`src/rtl/wombat_pkg.sv`:
```
// Shared constants and types for the wombat ingress parser.
package wombat_pkg;

    // Header field values that qualify an IPv4/UDP frame
    localparam logic [15:0] ETHTYPE_IPV4 = 16'h0800;
    localparam logic [7:0]  IPPROTO_UDP  = 8'h11;

    // Packet byte offsets of header fields (network order, MSB byte first)
    localparam int ETHTYPE_OFF   = 12;
    localparam int IPPROTO_OFF   = 23;
    localparam int UDP_DPORT_OFF = 36;

    // Bytes per 256-bit beat
    localparam int BEAT_BYTES = 32;

    // Packet length field position inside tuser
    localparam int TUSER_LEN_LSB = 0;
    localparam int TUSER_LEN_MSB = 15;

    // Parser FSM encoding
    typedef enum logic [1:0] {
        ST_IDLE = 2'd0,
        ST_HDR1 = 2'd1,
        ST_BODY = 2'd2
    } rx_state_e;

endpackage

```
`src/rtl/axis_reg_slice.sv`:
```
// Two-entry skid register slice: one cycle of latency, full throughput,
// and an upstream ready that is registered and independent of out_ready.
module axis_reg_slice #(
    parameter int WIDTH = 8
) (
    input  logic             clk,
    input  logic             rst,
    input  logic [WIDTH-1:0] in_data,
    input  logic             in_valid,
    output logic             in_ready,
    output logic [WIDTH-1:0] out_data,
    output logic             out_valid,
    input  logic             out_ready
);

    logic [WIDTH-1:0] out_data_r;
    logic [WIDTH-1:0] skid_data_r;
    logic             out_valid_r;
    logic             skid_valid_r;
    logic             in_ready_r;
    logic             accept_s;
    logic             out_load_s;

    assign accept_s   = in_valid & in_ready_r;
    assign out_load_s = ~out_valid_r | out_ready;

    // Output/skid entries and registered ready; skid drains before new input
    always_ff @(posedge clk or posedge rst) begin
        if (rst) begin
            out_data_r   <= '0;
            skid_data_r  <= '0;
            out_valid_r  <= 1'b0;
            skid_valid_r <= 1'b0;
            in_ready_r   <= 1'b0;
        end else begin
            if (out_load_s) begin
                if (skid_valid_r) begin
                    out_data_r  <= skid_data_r;
                    out_valid_r <= 1'b1;
                end else if (accept_s) begin
                    out_data_r  <= in_data;
                    out_valid_r <= 1'b1;
                end else begin
                    out_valid_r <= 1'b0;
                end
                skid_valid_r <= 1'b0;
            end else if (accept_s) begin
                skid_data_r  <= in_data;
                skid_valid_r <= 1'b1;
            end
            // Ready drops only once the skid entry will hold a beat
            in_ready_r <= out_load_s | ~(accept_s | skid_valid_r);
        end
    end

    assign in_ready  = in_ready_r;
    assign out_data  = out_data_r;
    assign out_valid = out_valid_r;

endmodule

```
`src/rtl/wombat_rx_parser.sv`:
```
// Ingress parser ahead of wombat: passes packets through a register slice,
// picks out a big-endian value from matching Ethernet/IPv4/UDP frames and
// counts packets and matches.
module wombat_rx_parser
    import wombat_pkg::*;
#(
    parameter int          C_S_AXIS_DATA_WIDTH  = 256,
    parameter int          C_S_AXIS_TUSER_WIDTH = 128,
    parameter int          VALUE_WIDTH          = 64,
    parameter int          VALUE_OFFSET         = 42,
    parameter logic [15:0] MATCH_UDP_PORT       = 16'h2710
) (
    input  logic                              axis_aclk,
    input  logic                              axis_reset,
    input  logic [C_S_AXIS_DATA_WIDTH-1:0]    s_axis_tdata,
    input  logic [C_S_AXIS_DATA_WIDTH/8-1:0]  s_axis_tkeep,
    input  logic [C_S_AXIS_TUSER_WIDTH-1:0]   s_axis_tuser,
    input  logic                              s_axis_tvalid,
    output logic                              s_axis_tready,
    input  logic                              s_axis_tlast,
    output logic [C_S_AXIS_DATA_WIDTH-1:0]    m_axis_tdata,
    output logic [C_S_AXIS_DATA_WIDTH/8-1:0]  m_axis_tkeep,
    output logic [C_S_AXIS_TUSER_WIDTH-1:0]   m_axis_tuser,
    output logic                              m_axis_tvalid,
    input  logic                              m_axis_tready,
    output logic                              m_axis_tlast,
    output logic [VALUE_WIDTH-1:0]            user_value,
    output logic                              user_value_valid,
    output logic [31:0]                       pkt_cnt,
    output logic [31:0]                       match_cnt
);

    localparam int KEEP_WIDTH  = C_S_AXIS_DATA_WIDTH / 8;
    localparam int SLICE_WIDTH = 1 + C_S_AXIS_TUSER_WIDTH + KEEP_WIDTH + C_S_AXIS_DATA_WIDTH;
    localparam int VALUE_BYTES = VALUE_WIDTH / 8;
    // Beat-1 relative byte positions of the port and value fields
    localparam int DPORT_B1    = UDP_DPORT_OFF - BEAT_BYTES;
    localparam int VALUE_B1    = VALUE_OFFSET - BEAT_BYTES;
    // Shortest packet that still carries the whole value field
    localparam logic [15:0] MIN_LEN = 16'(VALUE_OFFSET + VALUE_BYTES);

    rx_state_e              state_r;
    rx_state_e              state_nxt_s;
    logic [15:0]            ethertype_r;
    logic [7:0]             ipproto_r;
    logic [15:0]            pkt_len_r;
    logic [VALUE_WIDTH-1:0] user_value_r;
    logic                   user_value_valid_r;
    logic [31:0]            pkt_cnt_r;
    logic [31:0]            match_cnt_r;
    logic                   accept_s;
    logic                   match_s;
    logic [15:0]            dport_s;
    logic [VALUE_WIDTH-1:0] value_s;
    logic [SLICE_WIDTH-1:0] slice_in_s;
    logic [SLICE_WIDTH-1:0] slice_out_s;
    logic                   slice_ready_s;

    // ---------------- passthrough ----------------
    assign slice_in_s = {s_axis_tlast, s_axis_tuser, s_axis_tkeep, s_axis_tdata};

    axis_reg_slice #(
        .WIDTH (SLICE_WIDTH)
    ) u_slice (
        .clk       (axis_aclk),
        .rst       (axis_reset),
        .in_data   (slice_in_s),
        .in_valid  (s_axis_tvalid),
        .in_ready  (slice_ready_s),
        .out_data  (slice_out_s),
        .out_valid (m_axis_tvalid),
        .out_ready (m_axis_tready)
    );

    assign s_axis_tready = slice_ready_s;
    assign {m_axis_tlast, m_axis_tuser, m_axis_tkeep, m_axis_tdata} = slice_out_s;

    assign accept_s = s_axis_tvalid & slice_ready_s;

    // ---------------- parser ----------------
    // FSM state register
    always_ff @(posedge axis_aclk or posedge axis_reset) begin
        if (axis_reset) begin
            state_r <= ST_IDLE;
        end else begin
            state_r <= state_nxt_s;
        end
    end

    // Next state: walk beat 0, beat 1, then the body until tlast
    always_comb begin
        state_nxt_s = state_r;
        case (state_r)
            ST_IDLE: begin
                if (accept_s && !s_axis_tlast) begin
                    state_nxt_s = ST_HDR1;
                end else begin
                    state_nxt_s = ST_IDLE;
                end
            end
            ST_HDR1: begin
                if (accept_s) begin
                    state_nxt_s = s_axis_tlast ? ST_IDLE : ST_BODY;
                end else begin
                    state_nxt_s = ST_HDR1;
                end
            end
            ST_BODY: begin
                if (accept_s && s_axis_tlast) begin
                    state_nxt_s = ST_IDLE;
                end else begin
                    state_nxt_s = ST_BODY;
                end
            end
            default: begin
                state_nxt_s = ST_IDLE;
            end
        endcase
    end

    // Beat-1 field extraction and match decision against latched beat-0 fields
    always_comb begin
        dport_s = {s_axis_tdata[8*DPORT_B1 +: 8], s_axis_tdata[8*(DPORT_B1+1) +: 8]};
        value_s = '0;
        for (int i = 0; i < VALUE_BYTES; i++) begin
            value_s[VALUE_WIDTH-1-8*i -: 8] = s_axis_tdata[8*(VALUE_B1+i) +: 8];
        end
        if (accept_s && (state_r == ST_HDR1)) begin
            match_s = (ethertype_r == ETHTYPE_IPV4) &&
                      (ipproto_r   == IPPROTO_UDP)  &&
                      (dport_s     == MATCH_UDP_PORT) &&
                      (pkt_len_r   >= MIN_LEN);
        end else begin
            match_s = 1'b0;
        end
    end

    // Latch beat-0 header fields
    always_ff @(posedge axis_aclk or posedge axis_reset) begin
        if (axis_reset) begin
            ethertype_r <= 16'h0000;
            ipproto_r   <= 8'h00;
            pkt_len_r   <= 16'h0000;
        end else if (accept_s && (state_r == ST_IDLE)) begin
            ethertype_r <= {s_axis_tdata[8*ETHTYPE_OFF +: 8], s_axis_tdata[8*(ETHTYPE_OFF+1) +: 8]};
            ipproto_r   <= s_axis_tdata[8*IPPROTO_OFF +: 8];
            pkt_len_r   <= s_axis_tuser[TUSER_LEN_MSB:TUSER_LEN_LSB];
        end
    end

    // Value output, one-cycle strobe and the two wrapping counters
    always_ff @(posedge axis_aclk or posedge axis_reset) begin
        if (axis_reset) begin
            user_value_r       <= '0;
            user_value_valid_r <= 1'b0;
            pkt_cnt_r          <= 32'd0;
            match_cnt_r        <= 32'd0;
        end else begin
            user_value_valid_r <= match_s;
            if (match_s) begin
                user_value_r <= value_s;
                match_cnt_r  <= match_cnt_r + 32'd1;
            end
            if (accept_s && s_axis_tlast) begin
                pkt_cnt_r <= pkt_cnt_r + 32'd1;
            end
        end
    end

    assign user_value       = user_value_r;
    assign user_value_valid = user_value_valid_r;
    assign pkt_cnt          = pkt_cnt_r;
    assign match_cnt        = match_cnt_r;

endmodule

```
`config.mk`:
```
export PLATFORM = sky130hd
export DESIGN_NAME = wombat_rx_parser
export DESIGN_NICKNAME = d
export VERILOG_FILES = /design/src/rtl/wombat_pkg.sv /design/src/rtl/axis_reg_slice.sv /design/src/rtl/wombat_rx_parser.sv
export SDC_FILE = /design/constraint.sdc
export NUM_CORES = 2
export LEC_CHECK = 0
export CAP_MARGIN = 20
export CORE_AREA = 4 4 370 372
export CTS_BUF_LIST = sky130_fd_sc_hd__clkbuf_4 sky130_fd_sc_hd__clkbuf_8
export DETAILED_ROUTE_END_ITERATION = 16
export DIE_AREA = 0 0 374 376
export HOLD_SLACK_MARGIN = 0.12
export SLEW_MARGIN = 25
export SYNTH_ARGS = -nofsm -noshare
export SYNTH_HDL_FRONTEND = slang
export SYNTH_SLANG_ARGS = --single-unit
```
`constraint.sdc`:
```
create_clock -name axis_aclk -period 66.4 [get_ports axis_aclk]
set_clock_uncertainty 0.15 [all_clocks]
set_input_delay 13.28 -clock axis_aclk [delete_from_list [all_inputs] [get_ports axis_aclk]]
set_output_delay 13.28 -clock axis_aclk [all_outputs]
set_load 0.01 [all_outputs]
```
# Yosys cells after proc, flatten, opt, wreduce, memory -nomap -nowiden
# Index checks and enable logic that the tools add are counted.
[totals] wordCells=53 ff_bits=1008 out_inout_bits=548 inputBits=421
[op_classes] magnitude_cmp=1 n_eq_ne=5 bitwise=7 n_reduce_logical=13 muxes=12 addsub=2
[ops] cell="2-to-1 mux 417 bit" n=2
[ops] cell="adder 32 x 1 -> 32 bit, second input constant" n=2
[ops] cell="equality test 16 x 12 -> 1 bit, second input constant" n=1
[ops] cell="equality test 16 x 14 -> 1 bit, second input constant" n=1
[ops] cell=">= comparator 16 x 6 -> 1 bit, second input constant" n=1
[ops] cell="equality test 8 x 5 -> 1 bit, second input constant" n=1
[ops] cell="logical AND 1 bit" n=7
[ops] cell="2-to-1 mux 1 bit" n=6
[ops] cell="2-to-1 mux 2 bit" n=3
[ops] cell="case mux 2 bit (3 select lines)" n=1
[ops] cell="AND reduction 2 bit" n=2
[ops] cell="nonzero test 2 bit" n=2
[ops] cell="NOT 1 bit" n=3
[ops] cell="OR 1 bit" n=3
[ops] cell="equality test 2 x 1 -> 1 bit, second input constant" n=1
[ops] cell="equality test 2 bit, second input constant" n=1
[ops] cell="zero test 2 bit" n=1
[ops] cell="bitwise AND 1 bit" n=1
[ops] cell="zero test 1 bit" n=1

# Logic depth before layout (Yosys ltp)
[logic_depth] ltp_word=5 depth_mapped=8 ltp_nobuf=6

# Hierarchy
# Synthesis repeated with hierarchy kept, for this count alone.
[unflattened] hier_cells=3395 area_unflattened_um2=42483.2
[modules_own_cells] module="axis_reg_slice" area_per_inst_um2=35510.3 cells_per_inst=2746 seq_area_each_um2=20945.1 n_inst=1
[modules_own_cells] module="wombat_rx_parser" area_per_inst_um2=6972.9 cells_per_inst=649 seq_area_each_um2=4254.1 n_inst=1

# Worst setup path before layout
# Ideal clock, no wire load.
[synth_timing] kind="in2reg" startpoint="input s_axis_tdata[42]" endpoint="register match_cnt_r[1], in the netlist match_cnt[1]" path_stages=8 arrival_time_ps=14882 path_buffers=3 t_required_ps=66133 setup_slack_ps=51251 cell_sequence="nor4b_1 -> nand4_1 -> or4_1 -> buf_2 -> clkbuf_1 -> clkbuf_1 -> nand2_1 -> nand2_1"
[synth_via] elab_chain_len=4
[synth_lines] element="start, declared" line_no="wombat_rx_parser.sv:15" source="input logic [C_S_AXIS_DATA_WIDTH-1:0] s_axis_tdata,"
[synth_lines] element="equality test 16 x 14 -> 1 bit" line_no="wombat_rx_parser.sv:131" source="(dport_s == MATCH_UDP_PORT) &&"
[synth_lines] element="logical AND 1 bit" line_no="wombat_rx_parser.sv:130" source="(ipproto_r == IPPROTO_UDP) &&"
[synth_lines] element="logical AND 1 bit" line_no="wombat_rx_parser.sv:131"
[synth_lines] element="2-to-1 mux 1 bit" line_no="wombat_rx_parser.sv:128" source="if (accept_s && (state_r == ST_HDR1)) begin"
[synth_lines] element="end signal, assigned" line_no="wombat_rx_parser.sv:162" source="match_cnt_r <= match_cnt_r + 32'd1;"
[synth_lines] element="end, declared" line_no="wombat_rx_parser.sv:50" source="logic [31:0] match_cnt_r;"
# No other way between the ends.
# A chain may end at the register's enable or synchronous reset.

==> run_results.csv <==
group,metric,value,unit
yosys,ys_types,33,
sta,period_share,26.4,%
die,design.core.area,133000,sq um
yosys,syn_area_per_cell,12.3,sq um
yosys,synth-compound-area-share,5.15,%
route,wire_per_inst,20.5,um
layout,area_growth,36.8,%
sta,drv_slew,0,
cts,cts_buffer_depth,3,
yosys,yosysTopAreaCellShare,61.2,%
place,dp_hpwl,90200,um
cts,cts_made_buffers,178,
critical_path,crit_arrival,18250,ps
sta,relSlewSlack,27.6,%
die,start_util,30.9,%
cts,clock_latency,830,ps
cts,cts_resized,0,
route,top_layer,"met5",
yosys,post_synth_inst_count,3350,
yosys,synthTopCellsByArea,"dfrtp_1 61%, mux2_2 12%, mux2i_1 10%",
yosys,yosys.area_share.simple,7.66,%
yosys,ys_ff_latch,1007,
critical_path,r2r_slack,61800,ps
sta,holdWs,314,ps
hold_path,worstHoldEndpoint,"user_value[10]",
power,power_density,34.1,nW/um^2
route,drtIter0Drc,1265,
sta,setup_viol_count_final,0,
power,ir_worst_vdd,0.0187,mV
route,first_pass_iters,5,
power,leakage,0.0239,uW
route,vias,28800,
place,io_buffers,968,
critical_path,path_max_fanout,135,
yosys,synth_top_family_by_area,"multiplexers",
yosys,ys_top_cells_by_count,"1,007 x dfrtp_1, 640 x nand2_1, 456 x mux2_2",
cts,cts.clk_slew.worst_paths,60,ps
global_route,grt_pass1_wl,190000,um
route,wirelength,128000,um
yosys,synth.most_common_cell,"dfrtp_1",
route,wl_met1,51600,um
cts,cts_setup_buffers,0,
layout,layout.nets,4749,
yosys,ys.flop_type,"dfrtp_1",
job,cap_violations,0,
critical_path,crit_type,"primary input to asynchronous set/reset pin",
critical_path,required,67090,ps
place,place.gp.congestion,0.840,
critical_path,r2r-start,"u_slice.in_ready",
route,vias_per_cell,4.62,
global_route,overflow,0,
critical_path,end_kind,"asynchronous set/reset pin",
global_route,track_usage,17.6,%
sta,worst_pin_slew,1090,ps
hold_path,hp-class,"flop to flop",
cts,cts_tree,"built",
route,dr_wl_met3,8300,um
outcome,status,"finished clean",
global_route,antenna_found_initial,19,
yosys,syn_nets,3773,
die,io_pins,969,
die,die_h,376,um
yosys,synth_warnings,0,
sta,fmax,0.0569,GHz
yosys,synth_area,41200,sq um
critical_path,crit_path_start_kind,"primary input",
hold_path,worstHoldStart,"user_value[10]",
yosys,synth_edf_count,0,
sta,rsz0062_at_grt,"no",
cts,clockRootBuffer,"clkbuf_8",
route,dr_wl_met2,64400,um
cts,htreeDepth,4,
route,drc_errors,0,
route,ant_nets,0,
critical_path,reg2reg_to,"u_slice.skid_data_r[120]",
yosys,synth-xor-area-share,1.32,%
sta,tns,0,ps
sta,fin_crit,17560,ps
layout,drive_gt1_share,18.1,%
yosys,synth_fa_ha_area_share,0.0608,%
critical_path,worstRegToRegCells,6,
sta,hold_violations,0,
cts,hold_buffers,0,
power,finalPower,1920,uW
die,die_width,374,um
cts,cts.sinks,1007,
hold_path,holdPathStages,2,
yosys,synthArstFlopShare,100,%
yosys,yosysSeqAreaShare,61.2,%
global_route,grt_pass1_vias,29200,
yosys,synth_mux_area_share,22.6,%
die,fp-row-count,134,
yosys,synth_top_area_cell,"dfrtp_1",
global_route,grt_max_degree,203,
die,dieArea,141000,sq um
## layout by cell type (no fill, tap or decap), drive strengths merged
cell and n:
and2 6, nor4b 6, nand2 640, clkinvlp 6
nand3 22, nor2b 1, dfrtp 1007, nor4 15
and4 3, and4b 1, buf 37, o311ai 1
clkdlybuf4s50 968, ha 2, mux2 456, o21ai 419
and3 12, clkinv 9, nor4bb 2, nand4 25
nand2b 1, inv 18, nor2 15, or4 1
mux2i 417, or2 2, nor3 13, xnor2 43
xor2 19, a32o 1, a21oi 1, clkbuf 276
diode 14, bufinv 2
## critical path: stages
cell             delay [ps]
clkdlybuf4s50_1         490
inv_8                   540
buf_4                   740
buf_12                  550
buf_4                   810
buf_6                   640
buf_4                   820
## kinds of logic (layout without fill, tap and decap cells)
kind of cell             count (synthesis)  in the layout
AO/OA/AOI/OAI                          422            422
XOR/XNOR                                62             62
adder cells (fa/ha/maj)                  2              2
buffers and inverters                  219           1316
flip-flops                            1007           1007
multiplexers                           873            873
other                                    0             14
AND/OR/NAND/NOR                        765            765
## flip-flops by register name, indices dropped and copies added (netlist names)
| signal | count |
|---|---|
| u_slice.skid_valid_r | 1 |
| u_slice.skid_data_r | 417 |
| ipproto_r | 8 |
| state_r | 2 |
| u_slice.out_data | 417 |
| u_slice.out_valid | 1 |
| ethertype_r | 16 |
| user_value | 64 |
| pkt_len_r | 15 |
| user_value_valid | 1 |
| match_cnt | 32 |
| u_slice.in_ready | 1 |
| pkt_cnt | 32 |
## area by class of cell
cell class	instances	area [sq um]
Antenna cell	14	35.0
Clock inverter	25	255
Inverter	10	45.0
Clock buffer	276	3340
Timing Repair Buffer	1005	10000
Tap cell	1768	2210
Multi-Input combinational cell	2124	15200
Fill cell	12600	77000
Sequential cell	1007	25200
## layer usage
metal	vias up	track usage (%)
li1	13500	-
met1	14400	20.8
met2	680	30.3
met3	205	5.63
met4	12	5.72
met5	-	0
## power breakdown
group	total, uW	switching (uW)	internal (uW)
sequential	859	87.9	771
clock	583	256	327
combinational	479	218	261
total	1920	562	1360
## metrics by stage
step	utilization (%)	setup WS, ps	instances	instance area [sq um]
finish	42.3	48840	6229	56300
global route	42.3	48190	6228	56300
CTS	42.2	48440	6215	56300
detailed placement	39.5	47490	5914	52700
global placement	39.5	47480	5914	52700
floorplan	-	24640	3350	41200
## how the worst max path moves through the flow
| stage | endpoint | depth (start not counted) | slack [ps] | start |
|---|---|---|---|---|
| finish | u_slice.skid_data_r[68] | 7 | 48840 | axis_reset |
| global route | u_slice.skid_data_r[55] | 7 | 48190 | axis_reset |
| CTS | u_slice.skid_data_r[55] | 7 | 48440 | axis_reset |
| detailed placement | u_slice.out_data[64] | 7 | 47490 | axis_reset |
| global placement | u_slice.out_data[64] | 7 | 47480 | axis_reset |
| floorplan | ethertype_r[0] | 1 | 24640 | axis_reset |
Note: power is estimated with default switching activity, not from simulation.
